<file path="src/rtl/mem_port_arbiter_if.sv">
// Bundle of I-cache refill, data access, memory port and stall signals around mem_port_arbiter.
// The slave modport is the arbiter's view; master is the core/memory side.
interface mem_port_arbiter_if #(
  parameter int ADDR_W = 32,
  parameter int DATA_W = 32
);
  logic                ic_req;
  logic [ADDR_W-1:0]   ic_addr;
  logic                ic_gnt;
  logic                ic_rvalid;
  logic [DATA_W-1:0]   ic_rdata;
  logic                ic_last;
  logic                dm_req;
  logic                dm_we;
  logic [ADDR_W-1:0]   dm_addr;
  logic [DATA_W-1:0]   dm_wdata;
  logic [DATA_W/8-1:0] dm_wstrb;
  logic                dm_done;
  logic [DATA_W-1:0]   dm_rdata;
  logic                mem_en;
  logic                mem_we;
  logic [ADDR_W-1:0]   mem_addr;
  logic [DATA_W-1:0]   mem_wdata;
  logic [DATA_W/8-1:0] mem_wstrb;
  logic [DATA_W-1:0]   mem_rdata;
  logic                stall_if;
  logic                stall_mem;

  modport slave (
    input  ic_req, ic_addr, dm_req, dm_we, dm_addr, dm_wdata, dm_wstrb, mem_rdata,
    output ic_gnt, ic_rvalid, ic_rdata, ic_last, dm_done, dm_rdata,
           mem_en, mem_we, mem_addr, mem_wdata, mem_wstrb, stall_if, stall_mem
  );

  modport master (
    output ic_req, ic_addr, dm_req, dm_we, dm_addr, dm_wdata, dm_wstrb, mem_rdata,
    input  ic_gnt, ic_rvalid, ic_rdata, ic_last, dm_done, dm_rdata,
           mem_en, mem_we, mem_addr, mem_wdata, mem_wstrb, stall_if, stall_mem
  );
endinterface

</file>
<file path="src/rtl/mem_port_arbiter.sv">
// Shares one main-memory port between I-cache line refills and data loads/stores.
// Define ARB_RR_EN for round-robin tie-breaking; default build gives data priority.
//  state      | meaning
//  IDLE       | arbitrate between ic_req and dm_req
//  IC_BURST   | issue LINE_WORDS line reads, wait for ic_last
//  DM_WR      | single store on the port, dm_done this cycle
//  DM_RD_WAIT | load issued, wait for its read data
module mem_port_arbiter #(
  parameter int ADDR_W     = 32,
  parameter int DATA_W     = 32,
  parameter int LINE_WORDS = 4,
  parameter int MEM_LAT    = 2
) (
  input logic               clk,
  input logic               rst,
  mem_port_arbiter_if.slave bus
);
  localparam int BW = $clog2(LINE_WORDS);
  localparam logic [ADDR_W-1:0] LINE_MASK = ~ADDR_W'(LINE_WORDS * 4 - 1);

  typedef enum logic [1:0] {IDLE, IC_BURST, DM_WR, DM_RD_WAIT} state_t;

  state_t              state;
  logic [BW-1:0]       beat;
  logic [BW-1:0]       beats_left;
  logic [ADDR_W-1:0]   line_base;
  logic                mem_src_ic;
  logic                ic_gnt;
  logic                dm_done_wr;
  logic                mem_en;
  logic                mem_we;
  logic [ADDR_W-1:0]   mem_addr;
  logic [DATA_W-1:0]   mem_wdata;
  logic [DATA_W/8-1:0] mem_wstrb;
  logic [MEM_LAT-1:0]  pipe_v;
  logic [MEM_LAT-1:0]  pipe_ic;
  logic [MEM_LAT-1:0]  pipe_last;
  logic                grant_dm;
  logic                grant_ic;
  logic                ic_rvalid;
  logic                ic_last;
  logic                dm_rd_done;

`ifdef ARB_RR_EN
  logic rr_last_ic;
  assign grant_dm = bus.dm_req & (~bus.ic_req | rr_last_ic);
`else
  assign grant_dm = bus.dm_req;
`endif
  assign grant_ic = bus.ic_req & ~grant_dm;

  // Read responses are routed purely by the tag that travelled with the command.
  assign ic_rvalid  = pipe_v[MEM_LAT-1] & pipe_ic[MEM_LAT-1];
  assign ic_last    = ic_rvalid & pipe_last[MEM_LAT-1];
  assign dm_rd_done = pipe_v[MEM_LAT-1] & ~pipe_ic[MEM_LAT-1];

  assign bus.ic_gnt    = ic_gnt;
  assign bus.ic_rvalid = ic_rvalid;
  assign bus.ic_last   = ic_last;
  assign bus.ic_rdata  = ic_rvalid ? bus.mem_rdata : '0;
  assign bus.dm_done   = dm_done_wr | dm_rd_done;
  assign bus.dm_rdata  = dm_rd_done ? bus.mem_rdata : '0;
  assign bus.mem_en    = mem_en;
  assign bus.mem_we    = mem_we;
  assign bus.mem_addr  = mem_addr;
  assign bus.mem_wdata = mem_wdata;
  assign bus.mem_wstrb = mem_wstrb;
  // Stalls are forced low during reset so every output reads 0 immediately.
  assign bus.stall_if  = rst & bus.ic_req & ~ic_last;
  assign bus.stall_mem = rst & bus.dm_req & ~bus.dm_done;

  always_ff @(posedge clk or negedge rst) begin
    if (!rst) begin
      state      <= IDLE;
      beat       <= '0;
      beats_left <= '0;
      line_base  <= '0;
      mem_src_ic <= 1'b0;
      ic_gnt     <= 1'b0;
      dm_done_wr <= 1'b0;
      mem_en     <= 1'b0;
      mem_we     <= 1'b0;
      mem_addr   <= '0;
      mem_wdata  <= '0;
      mem_wstrb  <= '0;
      pipe_v     <= '0;
      pipe_ic    <= '0;
      pipe_last  <= '0;
`ifdef ARB_RR_EN
      rr_last_ic <= 1'b1;
`endif
    end else begin
      ic_gnt     <= 1'b0;
      dm_done_wr <= 1'b0;
      for (int i = MEM_LAT - 1; i > 0; i--) begin
        pipe_v[i]    <= pipe_v[i-1];
        pipe_ic[i]   <= pipe_ic[i-1];
        pipe_last[i] <= pipe_last[i-1];
      end
      pipe_v[0]    <= mem_en & ~mem_we;
      pipe_ic[0]   <= mem_src_ic;
      pipe_last[0] <= mem_src_ic & (beats_left == '0);

      case (state)
        IDLE: begin
          if (grant_dm) begin
            mem_en     <= 1'b1;
            mem_we     <= bus.dm_we;
            mem_addr   <= bus.dm_addr;
            mem_wdata  <= bus.dm_we ? bus.dm_wdata : '0;
            mem_wstrb  <= bus.dm_we ? bus.dm_wstrb : '0;
            mem_src_ic <= 1'b0;
            dm_done_wr <= bus.dm_we;
            state      <= bus.dm_we ? DM_WR : DM_RD_WAIT;
`ifdef ARB_RR_EN
            rr_last_ic <= 1'b0;
`endif
          end else if (grant_ic) begin
            mem_en     <= 1'b1;
            mem_we     <= 1'b0;
            mem_addr   <= bus.ic_addr & LINE_MASK;
            mem_wdata  <= '0;
            mem_wstrb  <= '0;
            mem_src_ic <= 1'b1;
            line_base  <= bus.ic_addr & LINE_MASK;
            beat       <= BW'(1);
            beats_left <= BW'(LINE_WORDS - 1);
            ic_gnt     <= 1'b1;
            state      <= IC_BURST;
`ifdef ARB_RR_EN
            rr_last_ic <= 1'b1;
`endif
          end
        end
        IC_BURST: begin
          if (mem_en) begin
            if (beats_left == '0) begin
              mem_en     <= 1'b0;
              mem_addr   <= '0;
              mem_src_ic <= 1'b0;
            end else begin
              mem_addr   <= line_base | ADDR_W'({beat, 2'b00});
              beat       <= beat + BW'(1);
              beats_left <= beats_left - BW'(1);
            end
          end
          if (ic_last) state <= IDLE;
        end
        DM_WR: begin
          mem_en    <= 1'b0;
          mem_we    <= 1'b0;
          mem_addr  <= '0;
          mem_wdata <= '0;
          mem_wstrb <= '0;
          state     <= IDLE;
        end
        DM_RD_WAIT: begin
          mem_en   <= 1'b0;
          mem_addr <= '0;
          if (dm_rd_done) state <= IDLE;
        end
        default: state <= IDLE;
      endcase
    end
  end
endmodule
</file>
<file path="src/flat_wrapper.sv">
// flat-port wrapper written by rule: the top's interface ports become plain ports
module mem_port_arbiter_flat 
#(
  parameter int ADDR_W     = 32,
  parameter int DATA_W     = 32,
  parameter int LINE_WORDS = 4,
  parameter int MEM_LAT    = 2
)
  (clk, rst, bus_ic_req, bus_ic_addr, bus_dm_req, bus_dm_we, bus_dm_addr, bus_dm_wdata, bus_dm_wstrb, bus_mem_rdata, bus_ic_gnt, bus_ic_rvalid, bus_ic_rdata, bus_ic_last, bus_dm_done, bus_dm_rdata, bus_mem_en, bus_mem_we, bus_mem_addr, bus_mem_wdata, bus_mem_wstrb, bus_stall_if, bus_stall_mem);
  mem_port_arbiter_if #(.ADDR_W(ADDR_W), .DATA_W(DATA_W)) bus_i ();
  input logic clk;
  input logic rst;
  input wire logic [$bits(bus_i.ic_req)-1:0] bus_ic_req;
  input wire logic [$bits(bus_i.ic_addr)-1:0] bus_ic_addr;
  input wire logic [$bits(bus_i.dm_req)-1:0] bus_dm_req;
  input wire logic [$bits(bus_i.dm_we)-1:0] bus_dm_we;
  input wire logic [$bits(bus_i.dm_addr)-1:0] bus_dm_addr;
  input wire logic [$bits(bus_i.dm_wdata)-1:0] bus_dm_wdata;
  input wire logic [$bits(bus_i.dm_wstrb)-1:0] bus_dm_wstrb;
  input wire logic [$bits(bus_i.mem_rdata)-1:0] bus_mem_rdata;
  output wire logic [$bits(bus_i.ic_gnt)-1:0] bus_ic_gnt;
  output wire logic [$bits(bus_i.ic_rvalid)-1:0] bus_ic_rvalid;
  output wire logic [$bits(bus_i.ic_rdata)-1:0] bus_ic_rdata;
  output wire logic [$bits(bus_i.ic_last)-1:0] bus_ic_last;
  output wire logic [$bits(bus_i.dm_done)-1:0] bus_dm_done;
  output wire logic [$bits(bus_i.dm_rdata)-1:0] bus_dm_rdata;
  output wire logic [$bits(bus_i.mem_en)-1:0] bus_mem_en;
  output wire logic [$bits(bus_i.mem_we)-1:0] bus_mem_we;
  output wire logic [$bits(bus_i.mem_addr)-1:0] bus_mem_addr;
  output wire logic [$bits(bus_i.mem_wdata)-1:0] bus_mem_wdata;
  output wire logic [$bits(bus_i.mem_wstrb)-1:0] bus_mem_wstrb;
  output wire logic [$bits(bus_i.stall_if)-1:0] bus_stall_if;
  output wire logic [$bits(bus_i.stall_mem)-1:0] bus_stall_mem;
  assign bus_i.ic_req = bus_ic_req;
  assign bus_i.ic_addr = bus_ic_addr;
  assign bus_i.dm_req = bus_dm_req;
  assign bus_i.dm_we = bus_dm_we;
  assign bus_i.dm_addr = bus_dm_addr;
  assign bus_i.dm_wdata = bus_dm_wdata;
  assign bus_i.dm_wstrb = bus_dm_wstrb;
  assign bus_i.mem_rdata = bus_mem_rdata;
  assign bus_ic_gnt = bus_i.ic_gnt;
  assign bus_ic_rvalid = bus_i.ic_rvalid;
  assign bus_ic_rdata = bus_i.ic_rdata;
  assign bus_ic_last = bus_i.ic_last;
  assign bus_dm_done = bus_i.dm_done;
  assign bus_dm_rdata = bus_i.dm_rdata;
  assign bus_mem_en = bus_i.mem_en;
  assign bus_mem_we = bus_i.mem_we;
  assign bus_mem_addr = bus_i.mem_addr;
  assign bus_mem_wdata = bus_i.mem_wdata;
  assign bus_mem_wstrb = bus_i.mem_wstrb;
  assign bus_stall_if = bus_i.stall_if;
  assign bus_stall_mem = bus_i.stall_mem;
  mem_port_arbiter #(.ADDR_W(ADDR_W), .DATA_W(DATA_W), .LINE_WORDS(LINE_WORDS), .MEM_LAT(MEM_LAT)) u_core (.clk(clk), .rst(rst), .bus(bus_i));
endmodule
</file>
<file path="config.mk">
export PLATFORM = sky130hd
export DESIGN_NAME = mem_port_arbiter_flat
export DESIGN_NICKNAME = d
export VERILOG_FILES = /design/src/rtl/mem_port_arbiter_if.sv /design/src/rtl/mem_port_arbiter.sv /design/src/flat_wrapper.sv
export SDC_FILE = /design/constraint.sdc
export NUM_CORES = 1
export LEC_CHECK = 0
export ABC_AREA = 1
export BUFFER_PORTS_ARGS = -buffer_cell sky130_fd_sc_hd__buf_2
export CAP_MARGIN = 20
export CORE_UTILIZATION = 45
export DETAILED_ROUTE_END_ITERATION = 7
export PLACE_DENSITY_LB_ADDON = 0.05
export SETUP_SLACK_MARGIN = 0.4
export SLEW_MARGIN = 20
export SYNTH_ARGS = -nofsm -noshare
export SYNTH_HDL_FRONTEND = slang
export SYNTH_SLANG_ARGS = --single-unit
</file>
<file path="constraint.sdc">
create_clock -name clk -period 1.8 [get_ports clk]
set_input_delay 0.45 -clock clk [delete_from_list [all_inputs] [get_ports clk]]
set_output_delay 0.45 -clock clk [all_outputs]
set_load 0.02 [all_outputs]
</file>
* Word level (Yosys, flattened, before mapping)
Cells that the tools add are included.
** Storage, ports and cells
- Register bits :: 113
- Output and inout port bits :: 140
- Logic and storage cells :: 103
** Cells by class
- $add $sub $neg :: 2
- Equality and inequality tests :: 11
- Mux-type cells :: 47
- Bitwise operators :: 17
- Reduce and logical (&&, ||, !) cells :: 11
** Operators with widths (count)
- $mux 32 :: 9
- $pmux 32 s3 :: 1
- $pmux 32 s2 :: 1
- $or 32x4->32 :: 1
- $mux 2 :: 11
- $mux 1 :: 15
- $mux 4 :: 3
- $and 1x1->1 :: 10
- $ne 2x1->1 const B :: 5
- $pmux 2 s2 :: 2
- $pmux 2 s4 :: 1
- $pmux 4 s2 :: 1
- $reduce_and 3->1 :: 2
- $not 1->1 :: 5
- $reduce_and 5->1 :: 1
- $eq 2x2->1 const B :: 2
- $logic_not 2->1 :: 2
- $ne 2x2->1 const B :: 2
- $pmux 1 s2 :: 2
- $reduce_and 2->1 :: 2
- $reduce_and 4->1 :: 1
- $reduce_bool 2->1 :: 2
- $ne 3x2->1 const B :: 1
- $pmux 1 s3 :: 1
- other kinds (5) :: 5

* Depth between registers and ports, before layout
- Depth after elaboration :: 5
- Mapped depth :: 9
- Depth with buffers taken out :: 7

* Worst setup path after synthesis
No wires, ideal clock.
- Kind :: input to output
- Start point :: input bus_dm_req
- End point :: output bus_stall_mem
- Data arrival time :: 1.266 ns
- Data required time :: 1.350 ns
- Setup slack :: 0.084 ns
- Cell stages on the path :: 4
- Buffers on the path :: 2
- Cells stage by stage :: buf_2 buf_1 nand2_1 nor2_1
** Between the ends
- Longest elaborated chain between the ends :: 2
** RTL lines
- start: declaration :: line flat_wrapper.sv:15 : input wire logic [$bits(bus_i.dm_req)-1:0] bus_dm_req;
- $and 1x1->1 (2 in a row) :: line mem_port_arbiter.sv:70 : assign bus.stall_mem = rst & bus.dm_req & ~bus.dm_done;
- end: declaration :: line flat_wrapper.sv:33 : output wire logic [$bits(bus_i.stall_mem)-1:0] bus_stall_mem;
No other way between the ends.

* Worst setup path after layout
- Start point :: register u_core.pipe_v[1]
- End point :: output bus_stall_mem
** Between the ends
- Longest elaborated chain between the ends :: 4
** RTL lines
- start: declaration :: line mem_port_arbiter.sv:35 : logic [MEM_LAT-1:0] pipe_v;
- start signal: indexed assignment :: line mem_port_arbiter.sv:96 : pipe_v[i] <= pipe_v[i-1];
- $and 1x1->1 :: line mem_port_arbiter.sv:55 : assign dm_rd_done = pipe_v[MEM_LAT-1] & ~pipe_ic[MEM_LAT-1];
- $or 1x1->1 :: line mem_port_arbiter.sv:61 : assign bus.dm_done = dm_done_wr | dm_rd_done;
- $not 1->1 :: line mem_port_arbiter.sv:70
- $and 1x1->1 :: line mem_port_arbiter.sv:70
No other way between the ends.

==> impl_results.md <==
- Clock sink count: 113
- Core area: ~0.012 mm^2
- Chip Height: 114 um
- N_diodes: 0
- Final Power: between 15 and 20 mW
- Power Density: around 1800 mW/mm^2
- HP Class: input pin to asynchronous set/reset pin
- Comb power frac: 0.570
- Gr ovfl total: 0
- Buf+Inv Stages, Crit Path: 3
- Cell Int Power: 10.3 mW
- Htree depth: 4
- Gpl congestion: 0.789
- RSZ-0062 raised after global routing: yes
- Avg WL per Cell: roughly 16 um
- Mapped Cells: 790
- Slowest-stage cell, CP: dfrtp_1
- Top delay family on crit path: flip-flops
- Area Overhead vs Synth: 78.0%
- DRT Wirelength: 21300 um
- Rel. slew slack: 0.353
- Initial Utilization: 0.464
- Setup WS post-layout: -0.144 ns
- Commonest non-fill, non-tap cell in the layout: nand2_1
- Die width: 114 um
- Synth top area share: 0.503
- Post-synthesis sequential area ratio: 0.503
- Crit path largest cell delay: roughly 0.40 ns
- Layout cells sized above 1: 0.459
- Ys Warns: 0
- Largest net degree at the start of global routing: around 80
- Worst path required time: 1.35 ns
- CTS tree: done
- Syn nets: 929
- Fill cells: 774
- Std-Cell Rows: 40
- CP Max Fanout: 2
- Root buf cell: clkbuf_16
- Most frequent cells in the layout: nand2_1, buf_2, dfrtp_1
- DR DRC count: 0
- Critical path class: flop to primary output
- Worst-Skew Late Latency: around 0.42 ns
- Outcome: finished, violations left
- CP endpoint kind: primary output
- Post-layout util: 0.826
- Final period util: 1.08
- Dpl hpwl: 11000 um
- Yosys cell types: 19
- Ports: 277
- Vias in the first global route: 5541
- Min cycle time layout: a little under 2 ns
- Failing checks: negative setup slack
- Max cap viols: 0
- Antenna Nets Post-Route: 0
- I/O Buffers: roughly 270
- CTS Buf Count: 17
- Total number of vias: 6484
- Drt first-iter violations: 407
- Synth area leaders: dfrtp_1, nand2_1, inv_1, nand3_1, nor2_1
- Skew final: 0.00705 ns
- Fmax: 0.514 GHz
- Seq pwr share: 0.249
- Clk pwr share: 0.181
- Final Max Slew Viols: 0
- Syn avg cell area: 7.11 um^2
- Startpoint Class: flop
- Setup violators final: 57
- Hold Buf Count CTS: 0
- M1 GR Usage: 0.334
- Met2 Usage GRT: 0.465
- First-pass GRT wire length: 27100 um
- Clock transition at path regs: 0.06 ns
- Drt pass-1 iters: 5
- Syn Std Cell Area: 0.00562 mm^2
- # nets final: 1263
- Switching share of power: 0.423
- Switching pwr: 7.55 mW
- Arrival time worst endpoint: 1.49 ns
- Synth area leader: dfrtp_1
- GR peak layer: met2
- Longest Clk Path Bufs: 2
- Fin. Hold Viols: 0
- Met3 usage: 0.0675
- DR vias/cell: 4.97
- Register bit total from synthesis: about 110
- CP Cell Sequence: inv_2 > nor2_4 > buf_6 > or2_4 > nor2_4 > buf_6
- Leak Pwr: 5.62 nW
- Least-Margin Pin Slew: slightly below 1 ns
- Die footprint: 0.0129 mm^2
- Tot GR Track Use: 0.273
- Max VDD drop: 1.02 mV
- Antenna violations before repair: 0
layer usage:
metal,vias to the layer above,wire length [um]
li1,3059,-
met1,3012,7900
met2,344,10600
met5,-,0
met3,69,1960
met4,0,810
synth_stat cells:
library cell and number:
a21oi_1 3, buf_1 1, buf_2 25, clkbuf_1 18, dfrtp_1 113, ha_1 2, inv_1 106, inv_2 2
nand2_1 320, nand2_2 1, nand3_1 72, nand3_2 2, nor2_1 68, nor2_4 2, o21ai_0 22, o21ai_1 30
o31ai_1 1, or2_2 1, xnor2_1 1
flip-flops by register name, indices dropped and copies added (netlist names):
| signal | count |
|---|---|
| u_core.pipe_last | 2 |
| u_core.beat | 2 |
| u_core.beats_left | 2 |
| u_core.bus.mem_en | 1 |
| u_core.bus.ic_gnt | 1 |
| u_core.bus.mem_addr | 32 |
| u_core.pipe_ic | 2 |
| u_core.bus.mem_wstrb | 4 |
| u_core.line_base | 28 |
| u_core.bus.mem_wdata | 32 |
| u_core.state | 2 |
| u_core.bus.mem_we | 1 |
| u_core.mem_src_ic | 1 |
| u_core.dm_done_wr | 1 |
| u_core.pipe_v | 2 |
power by group through the flow:
stage | Clock, mW | Combinational [mW] | Sequential, mW
after CTS | 3.23 | 7.63 | 4.29
after global placement | 0 | 6.12 | 4.16
final | 3.22 | 10.2 | 4.45
after floorplan | 0 | 3.65 | 4.85
after global routing | 3.38 | 10.8 | 4.54
after detailed placement | 0 | 6.20 | 4.18
path summary, 6_finish.rpt:
kind | from | endpoint | slack [ns] | cells after the start
min in group clk | bus_dm_wdata[0] | u_core.bus.mem_wdata[0] | 0.24 | 3
worst max-delay path | u_core.pipe_v[1] | bus_stall_mem | -0.14 | 6
max in group asynchronous | rst | u_core.state[0] | 0.83 | 2
worst min register to register | u_core.pipe_ic[0] | u_core.pipe_ic[1] | 0.34 | 0
worst min-delay path | rst | u_core.line_base[29] | 0.12 | 2
worst max register to register | u_core.state[1] | u_core.bus.mem_addr[28] | 0.35 | 6
worst register-to-register path, stage by stage, from the launching register on:
cell	delay, ns
dfrtp_2	0.44
nor2_4	0.20
nand3_4	0.17
nand2_8	0.23
clkbuf_16	0.21
nand2_1	0.06
nand2_1	0.08
through the flow:
| step | area [um^2] | TNS, ns | hold WS [ns] | std cells | worst slack [ns] |
|---|---|---|---|---|---|
| global placement | 7450 | 0 | 0.332 | 1208 | 0.171 |
| CTS | 8850 | -4.91 | 0.116 | 1270 | -0.131 |
| floorplan | 5930 | 0 | 0.154 | 790 | 0.367 |
| global route | 10000 | -8.70 | 0.153 | 1304 | -0.209 |
| finish | 10000 | -4.27 | 0.118 | 1304 | -0.144 |
| detailed placement | 7450 | 0 | 0.336 | 1208 | 0.140 |
cell families after synthesis:
logic type | count (synthesis) | share of synthesized area
buffers and inverters | 152 | 0.107
adders and majority gates | 2 | 0.00445
xor gates and xnor gates | 1 | 0.00156
DFF | 113 | 0.503
AOI/OAI and AO/OA | 56 | 0.0503
and+or+nand+nor | 466 | 0.333
timing repair:
item / 4_1_cts / 5_1_grt
resized for setup: 186 / 214
cloned: 2 / 19
setup buffers: 29 / 15
pin swaps: 4 / 39
setup endpoints to repair: 208 / 225
layout make-up:
cell class	count	area, um^2	area share
Clock buffer	20	447	0.0447
Clock inverter	11	115	0.0115
Inverter	108	425	0.0425
Multi-Input combinational cell	525	2870	0.287
Sequential cell	113	2830	0.283
Tap cell	168	210	0.0210
Timing Repair Buffer	357	3090	0.309
Timing Repair inverter	2	20.0	0.00200
Power figures use the tool's default switching activity.
